**src/rtl/flex_serial_tx_if.sv**
```systemverilog
// Word handshake and serial line bundle for flex_serial_tx.
interface flex_serial_tx_if #(
  parameter int NUM_BITS = 8
);
  logic [NUM_BITS-1:0] tx_data;
  logic                tx_valid;
  logic                tx_ready;
  logic                serial_out;
  logic                busy;
  logic                tx_done;

  modport master (
    output tx_data,
    output tx_valid,
    input  tx_ready,
    input  serial_out,
    input  busy,
    input  tx_done
  );

  modport slave (
    input  tx_data,
    input  tx_valid,
    output tx_ready,
    output serial_out,
    output busy,
    output tx_done
  );
endinterface

```
**src/rtl/flex_serial_tx.sv**
```systemverilog
// Parameterised serial transmitter: start bit, NUM_BITS data bits, optional
// parity, 1 or 2 stop bits, each bit held CLKS_PER_BIT cycles.
//
// state  | meaning
// IDLE   | line high, tx_ready=1, waiting for tx_valid
// START  | driving the start bit (0)
// DATA   | shifting out the captured word
// PARITY | driving the parity bit (PARITY_MODE != 0 only)
// STOP   | driving STOP_BITS stop bits (1)
module flex_serial_tx #(
  parameter int NUM_BITS     = 8,
  parameter int SHIFT_MSB    = 0,
  parameter int CLKS_PER_BIT = 4,
  parameter int PARITY_MODE  = 0,
  parameter int STOP_BITS    = 1
) (
  input logic            clk,
  input logic            n_rst,
  flex_serial_tx_if.slave bus
);

  localparam logic [2:0] IDLE   = 3'd0;
  localparam logic [2:0] START  = 3'd1;
  localparam logic [2:0] DATA   = 3'd2;
  localparam logic [2:0] PARITY = 3'd3;
  localparam logic [2:0] STOP   = 3'd4;

  localparam int CW = (CLKS_PER_BIT > 1) ? $clog2(CLKS_PER_BIT) : 1;
  localparam int BW = $clog2(NUM_BITS + 1);
  localparam logic [CW-1:0] CNT_LAST  = CW'(CLKS_PER_BIT - 1);
  localparam logic [BW-1:0] BIT_LAST  = BW'(NUM_BITS - 1);
  localparam logic [BW-1:0] STOP_LAST = BW'(STOP_BITS - 1);

  logic [2:0]          state_q, state_d;
  logic [CW-1:0]       cnt_q, cnt_d;
  logic [BW-1:0]       bit_q, bit_d;
  logic [NUM_BITS-1:0] shift_q, shift_d;
  logic                par_q, par_d;
  logic                serial_q, serial_d;
  logic                done_q, done_d;
  logic                ready_q, ready_d;

  logic                bit_end;
  logic                next_bit;
  logic [NUM_BITS-1:0] shifted;

  assign bit_end = (cnt_q == CNT_LAST);

  // Vacated positions fill with ones so an exhausted register reads as idle line.
  always_comb begin
    if (SHIFT_MSB != 0) begin
      next_bit = shift_q[NUM_BITS-1];
      shifted  = {shift_q[NUM_BITS-2:0], 1'b1};
    end else begin
      next_bit = shift_q[0];
      shifted  = {1'b1, shift_q[NUM_BITS-1:1]};
    end
  end

  always_comb begin
    state_d  = state_q;
    cnt_d    = cnt_q;
    bit_d    = bit_q;
    shift_d  = shift_q;
    par_d    = par_q;
    serial_d = serial_q;
    done_d   = 1'b0;

    if (state_q != IDLE) begin
      cnt_d = bit_end ? '0 : cnt_q + 1'b1;
    end

    case (state_q)
      IDLE: begin
        if (bus.tx_valid && ready_q) begin
          state_d  = START;
          shift_d  = bus.tx_data;
          par_d    = (PARITY_MODE == 2) ? ~(^bus.tx_data) : ^bus.tx_data;
          serial_d = 1'b0;
          cnt_d    = '0;
          bit_d    = '0;
        end
      end
      START: begin
        if (bit_end) begin
          state_d  = DATA;
          serial_d = next_bit;
          shift_d  = shifted;
        end
      end
      DATA: begin
        if (bit_end) begin
          if (bit_q == BIT_LAST) begin
            bit_d = '0;
            if (PARITY_MODE != 0) begin
              state_d  = PARITY;
              serial_d = par_q;
            end else begin
              state_d  = STOP;
              serial_d = 1'b1;
            end
          end else begin
            bit_d    = bit_q + 1'b1;
            serial_d = next_bit;
            shift_d  = shifted;
          end
        end
      end
      PARITY: begin
        if (bit_end) begin
          state_d  = STOP;
          serial_d = 1'b1;
        end
      end
      STOP: begin
        if (bit_end) begin
          if (bit_q == STOP_LAST) begin
            state_d = IDLE;
            done_d  = 1'b1;
            bit_d   = '0;
            shift_d = '1;
          end else begin
            bit_d = bit_q + 1'b1;
          end
        end
      end
      default: begin
        state_d  = IDLE;
        serial_d = 1'b1;
        cnt_d    = '0;
        bit_d    = '0;
        shift_d  = '1;
      end
    endcase

    ready_d = (state_d == IDLE);
  end

  always_ff @(posedge clk or negedge n_rst) begin
    if (!n_rst) begin
      state_q  <= IDLE;
      cnt_q    <= '0;
      bit_q    <= '0;
      shift_q  <= '1;
      par_q    <= 1'b0;
      serial_q <= 1'b1;
      done_q   <= 1'b0;
      ready_q  <= 1'b1;
    end else begin
      state_q  <= state_d;
      cnt_q    <= cnt_d;
      bit_q    <= bit_d;
      shift_q  <= shift_d;
      par_q    <= par_d;
      serial_q <= serial_d;
      done_q   <= done_d;
      ready_q  <= ready_d;
    end
  end

  assign bus.serial_out = serial_q;
  assign bus.tx_ready   = ready_q;
  assign bus.busy       = ~ready_q;
  assign bus.tx_done    = done_q;

endmodule

```
**src/flat_wrapper.sv**
```systemverilog
// flat-port wrapper written by rule: the top's interface ports become plain ports
module flex_serial_tx_flat 
#(
  parameter int NUM_BITS     = 8,
  parameter int SHIFT_MSB    = 0,
  parameter int CLKS_PER_BIT = 4,
  parameter int PARITY_MODE  = 0,
  parameter int STOP_BITS    = 1
)
  (clk, n_rst, bus_tx_data, bus_tx_valid, bus_tx_ready, bus_serial_out, bus_busy, bus_tx_done);
  flex_serial_tx_if #(.NUM_BITS(NUM_BITS)) bus_i ();
  input logic clk;
  input logic n_rst;
  input wire logic [$bits(bus_i.tx_data)-1:0] bus_tx_data;
  input wire logic [$bits(bus_i.tx_valid)-1:0] bus_tx_valid;
  output wire logic [$bits(bus_i.tx_ready)-1:0] bus_tx_ready;
  output wire logic [$bits(bus_i.serial_out)-1:0] bus_serial_out;
  output wire logic [$bits(bus_i.busy)-1:0] bus_busy;
  output wire logic [$bits(bus_i.tx_done)-1:0] bus_tx_done;
  assign bus_i.tx_data = bus_tx_data;
  assign bus_i.tx_valid = bus_tx_valid;
  assign bus_tx_ready = bus_i.tx_ready;
  assign bus_serial_out = bus_i.serial_out;
  assign bus_busy = bus_i.busy;
  assign bus_tx_done = bus_i.tx_done;
  flex_serial_tx #(.NUM_BITS(NUM_BITS), .SHIFT_MSB(SHIFT_MSB), .CLKS_PER_BIT(CLKS_PER_BIT), .PARITY_MODE(PARITY_MODE), .STOP_BITS(STOP_BITS)) u_core (.clk(clk), .n_rst(n_rst), .bus(bus_i));
endmodule
```
**config.mk**
```make
export PLATFORM = sky130hd
export DESIGN_NAME = flex_serial_tx_flat
export DESIGN_NICKNAME = d
export VERILOG_FILES = /design/src/rtl/flex_serial_tx_if.sv /design/src/rtl/flex_serial_tx.sv /design/src/flat_wrapper.sv
export SDC_FILE = /design/constraint.sdc
export NUM_CORES = 1
export LEC_CHECK = 0
export CAP_MARGIN = 10
export CORE_UTILIZATION = 55
export CTS_CLUSTER_DIAMETER = 40
export DETAILED_ROUTE_END_ITERATION = 8
export GPL_ROUTABILITY_DRIVEN = 1
export PLACE_DENSITY = 0.8
export SLEW_MARGIN = 10
export SYNTH_ARGS = -nofsm -noshare
export SYNTH_HDL_FRONTEND = slang
export SYNTH_SLANG_ARGS = --single-unit
```
**constraint.sdc**
```tcl
create_clock -name clk -period 4.7 [get_ports clk]
set_input_delay 0.94 -clock clk [delete_from_list [all_inputs] [get_ports clk]]
set_output_delay 0.94 -clock clk [all_outputs]
set_load 0.05 [all_outputs]
```
# Yosys cells after proc, flatten, opt, wreduce, memory -nomap -nowiden
# Cells that the tools add are included.
# Widths: inputs -> output; s select.
[word_totals]
regBits = 20
output_inout_bits = 4
word_cells = 70
[classes]
addsub = 2
reduce_logical = 10
n_eq_ne = 13
mux = 34
n_bitwise = 4
[ops]
columns = ["op", "count"]
rows = [
  ["$mux 8", 6],
  ["$pmux 8 s5", 1],
  ["$mux 3", 7],
  ["$mux 4", 5],
  ["$pmux 4 s4", 1],
  ["$pmux 3 s5", 1],
  ["$ne 2x1->1 const B", 6],
  ["$mux 1", 8],
  ["$reduce_and 7->1", 1],
  ["$eq 3x2->1 const B", 2],
  ["$logic_not 3->1", 2],
  ["$mux 2", 3],
  ["$pmux 1 s5", 1],
  ["$reduce_and 5->1", 1],
  ["$add 4x1->4 const B", 1],
  ["$eq 4x3->1 const B", 1],
  ["$logic_not 4->1", 1],
  ["$not 1->1", 4],
  ["$pmux 2 s2", 1],
  ["$reduce_and 4->1", 1],
  ["$reduce_or 4->1", 1],
  ["$eq 3x1->1 const B", 1],
  ["$eq 3x3->1 const B", 1],
  ["$reduce_bool 3->1", 1],
  ["5 further kinds", 5],
]

# Logic depth before layout (Yosys ltp)
[depth]
word_depth = 5
mapped_depth = 6

# Worst setup path after synthesis
# No wires, ideal clock.
[synth_path]
kind = "register to output"
start = "reg u_core.ready_q, in the netlist u_core.bus.tx_ready"
end = "out bus_busy"
path_stages_with_launch = 2
path_buffers = 0
slack_ns = 2.786
arrival_time_ns = 0.974
path_cell_list = "dfstp_2 > inv_1"
[synth_via]
elab_chain_cells = 1
[synth_lines]
columns = ["item", "line_no", "rtl"]
rows = [
  ["from (decl)", "flex_serial_tx.sv:41", "logic ready_q, ready_d;"],
  ["from (signal assigned)", "flex_serial_tx.sv:157", "ready_q <= ready_d;"],
  ["$not 1->1", "flex_serial_tx.sv:163", "assign bus.busy = ~ready_q;"],
  ["to (decl)", "flat_wrapper.sv:18", "output wire logic [$bits(bus_i.busy)-1:0] bus_busy;"],
]
# Every way passes these cells.

# Final worst setup path
[layout_path]
start = "reg u_core.ready_q, in the netlist u_core.bus.tx_ready"
end = "out bus_tx_ready"
[layout_lines]
columns = ["item", "line_no", "rtl"]
rows = [
  ["to (decl)", "flat_wrapper.sv:16", "output wire logic [$bits(bus_i.tx_ready)-1:0] bus_tx_ready;"],
]
# No word-level cell between the ends.

==> impl_results.md <==
- Sequential Area: 513 um^2
- CP required: 3.76 ns
- IO Port Bufs: 14
- Cell count after synthesis: 127
- Synthesized Nets: 141
- Gr ovfl total: 0
- Top FF cell, synth: dfstp_2
- Largest net degree at the start of global routing: 21
- Synth Area in Adders: 2.95%
- Pre-CTS setup slack: 2.20 ns
- DR iter-0 viols: 13
- Post-Syn Area: 1270 um^2
- Rows: 17
- Critical path endpoint category: output port
- CORE AREA: 2190 um^2
- Cts hold-fix bufs: 0
- Sink Count: 20
- Setup ws final: 2.07 ns
- DRT Pass-1 Iters: 4
- Ys async rst share: 100%
- Clock transition at the registers of the reported paths: 0.11 ns
- Slowest stage delay, CP: 0.80 ns
- Gates resized, CTS repair: 0
- Most frequent cells in the layout: clkdlybuf4s50_1, nand2_1, o21ai_0, dfrtp_1, dfstp_2
- Fraction of layout cells with a size suffix above 1: 16.9%
- Critical R2R Launch: u_core.state_q[0]
- Initial antenna violation count: 0
- CP Max Fanout: 5
- Synth Area in Simple Gates: 19.1%
- Critical-path top delay cell: clkdlybuf4s50_1
- Routed WL per cell: 14.9 um
- CTS tree: built
- Top-area cell type share of the netlist area: 20.6%
- Setup bufs post-CTS: 0
- Status: finished clean
- Fin crit share: 55.9%
- Setup violations, final: 0
- Leak Pwr: 0.557 nW
- H-tree Lvls: 1
- Multiplexer area fraction after synthesis: 5.50%
- Worst Path Buf+Inv: 1
- Synth Area in Compound Gates: 25.4%
- CP Cell Sequence: clkdlybuf4s50_1
- Hold Violations, Final: 0
- Avg Cell Area, Syn: 10.0 um^2
- YS warnings: 0
- Netlist cell types: 44
- Slew HR: 42.7%
- Largest family of logic cells by synthesized area: compound AO/OA/AOI/OAI gates
- Die H: 50.1 um
- Vias: 993
- Synth area leader: dfstp_2
- Flop-to-flop setup slack: 2.64 ns
- Actual slew at the worst max-slew pin: 0.857 ns
- Max Cap Violations: 0
- I/O pins: 15
- CTS Buffer Depth: 2
- CP top delay family: buffers and inverters
- Final WL: 2.44 mm
- Worst Hold Launch: u_core.cnt_q[0]
- Peak VDD IR: 0.331 mV
- R2r endpoint: u_core.bit_q[3]
- Fmax achieved: 381 MHz
- Final Max Tran Viols: 0
- Starting Density: 58.1%
- RSZ-0062 raised after global routing: no
- Reg2reg path depth: 4
- Filler Cell Count: 169
- Number of synthesized flops with an enable pin: 0
- Vias in the first global route: 935
- DRC viols: 0
- Top cells by area, synth: dfstp_2, dfrtp_1, mux2i_1, o22a_1, o21ai_0
- DIE AREA: 2510 um^2
- Placer congestion estimate: 0.806
- Synth Area in XOR/XNOR: 0.688%
- Sequential cell area fraction in the yosys report: 40.3%
- Area occupied by multi-input gates: 683 um^2
- Startpoint types: flop
- Hold Crit Class: flop to flop
- Most common cell after layout, fill and taps aside: clkdlybuf4s50_1
- Worst path arrival time: 1.69 ns
- P per Cell Area: 629 nW/um^2
- Worst skew pair latency: 0.30 ns
- Area Overhead vs Synth: 10.9%
- Overall global routing resource usage: 22.1%
- Kind of critical path: flop to output port
- Worst Hold Depth: 1
- Worst Hold End: u_core.cnt_q[0]
- First-pass GRT wire length: 4.09 mm
- Post-DR vias/cell: 6.05
- Antenna Cells: 0
- Yosys reg bits: 20
- Number of buffers created by CTS: 3
- CTS Root Cell: clkbuf_4
- Final setup TNS: 0 ns
- Minimum clock period: 2.63 ns
- Final clock skew: 0.00455 ns
- Final ANT Viol Nets: 0
- # nets final: 151
- Post-DP HPWL: 1.75 mm
- Die X: 50.1 um
## report_power, final
group	leakage (nW)	switching (mW)	internal [mW]
combinational	0.307	0.245	0.214
clock	0.0150	0.0507	0.0331
sequential	0.235	0.0839	0.262
total	0.557	0.380	0.509
## synth_stat cells, types with 2 or more instances
master    number
a211oi_4       2
a21oi_1        8
a31o_2         2
buf_2          2
buf_6          3
clkbuf_1       3
dfrtp_1       10
dfstp_2       10
ha_1           3
inv_1          4
mux2i_1        7
nand2_1       12
nand2b_1       3
nand3_1        3
nand3b_1       2
nor2_1         5
nor2b_1        2
nor3b_1        2
o21ai_0       10
o22a_1         7
o31ai_1        2
or2_2          2
or4_1          2
## how the worst max path moves through the flow
stage / from / end / cells past startpoint
after detailed placement: bus_tx_valid / u_core.bit_q[3] / 5
after global routing: u_core.bus.tx_ready / bus_tx_ready / 1
after CTS: u_core.bus.tx_ready / bus_tx_ready / 1
final: u_core.bus.tx_ready / bus_tx_ready / 1
after floorplan: u_core.bus.tx_ready / bus_busy / 1
after global placement: bus_tx_valid / u_core.bit_q[2] / 5
## stage by stage
step	hold slack (ns)	power (mW)	std cells	util, %	instance area, um^2
6_report	0.497	0.888	164	64.5	1410
5_1_grt	0.535	0.962	164	64.5	1410
4_1_cts	0.500	0.891	164	64.5	1410
3_5_place_dp	0.482	0.807	160	63.3	1390
3_3_place_gp	0.477	0.786	160	63.3	1390
2_1_floorplan	0.458	0.719	127	-	1270
## sequential cells by signal, indices dropped and copies added (netlist names)
signal and cells:
u_core.bus.tx_done 1, u_core.bus.tx_ready 1, u_core.bus.serial_out 1, u_core.shift_q 8
u_core.cnt_q 2, u_core.state_q 3, u_core.bit_q 4
## metal layers
layer	GRT usage, %	vias up	wire [um]
met2	36.4	15	1240
met3	3.40	5	64
li1	-	486	-
met1	27.8	487	1100
met5	0	-	0
met4	10.5	0	34
## cell type report
class	count	area share, %
Clock buffer	4	1.86
Inverter	4	1.06
Multi-Input combinational cell	94	48.4
Sequential cell	20	36.3
Tap cell	28	2.48
Timing Repair Buffer	14	9.92
## cell families (layout without fill, tap and decap cells)
logic type      Yosys count  after routing
xor+xnor                  1              1
fa+ha+maj                 3              3
mux                       7              7
compound gates           41             41
buf+inv                  13             22
simple gates             42             42
flops                    20             20
No activity file was read; power rests on OpenSTA's default activity.
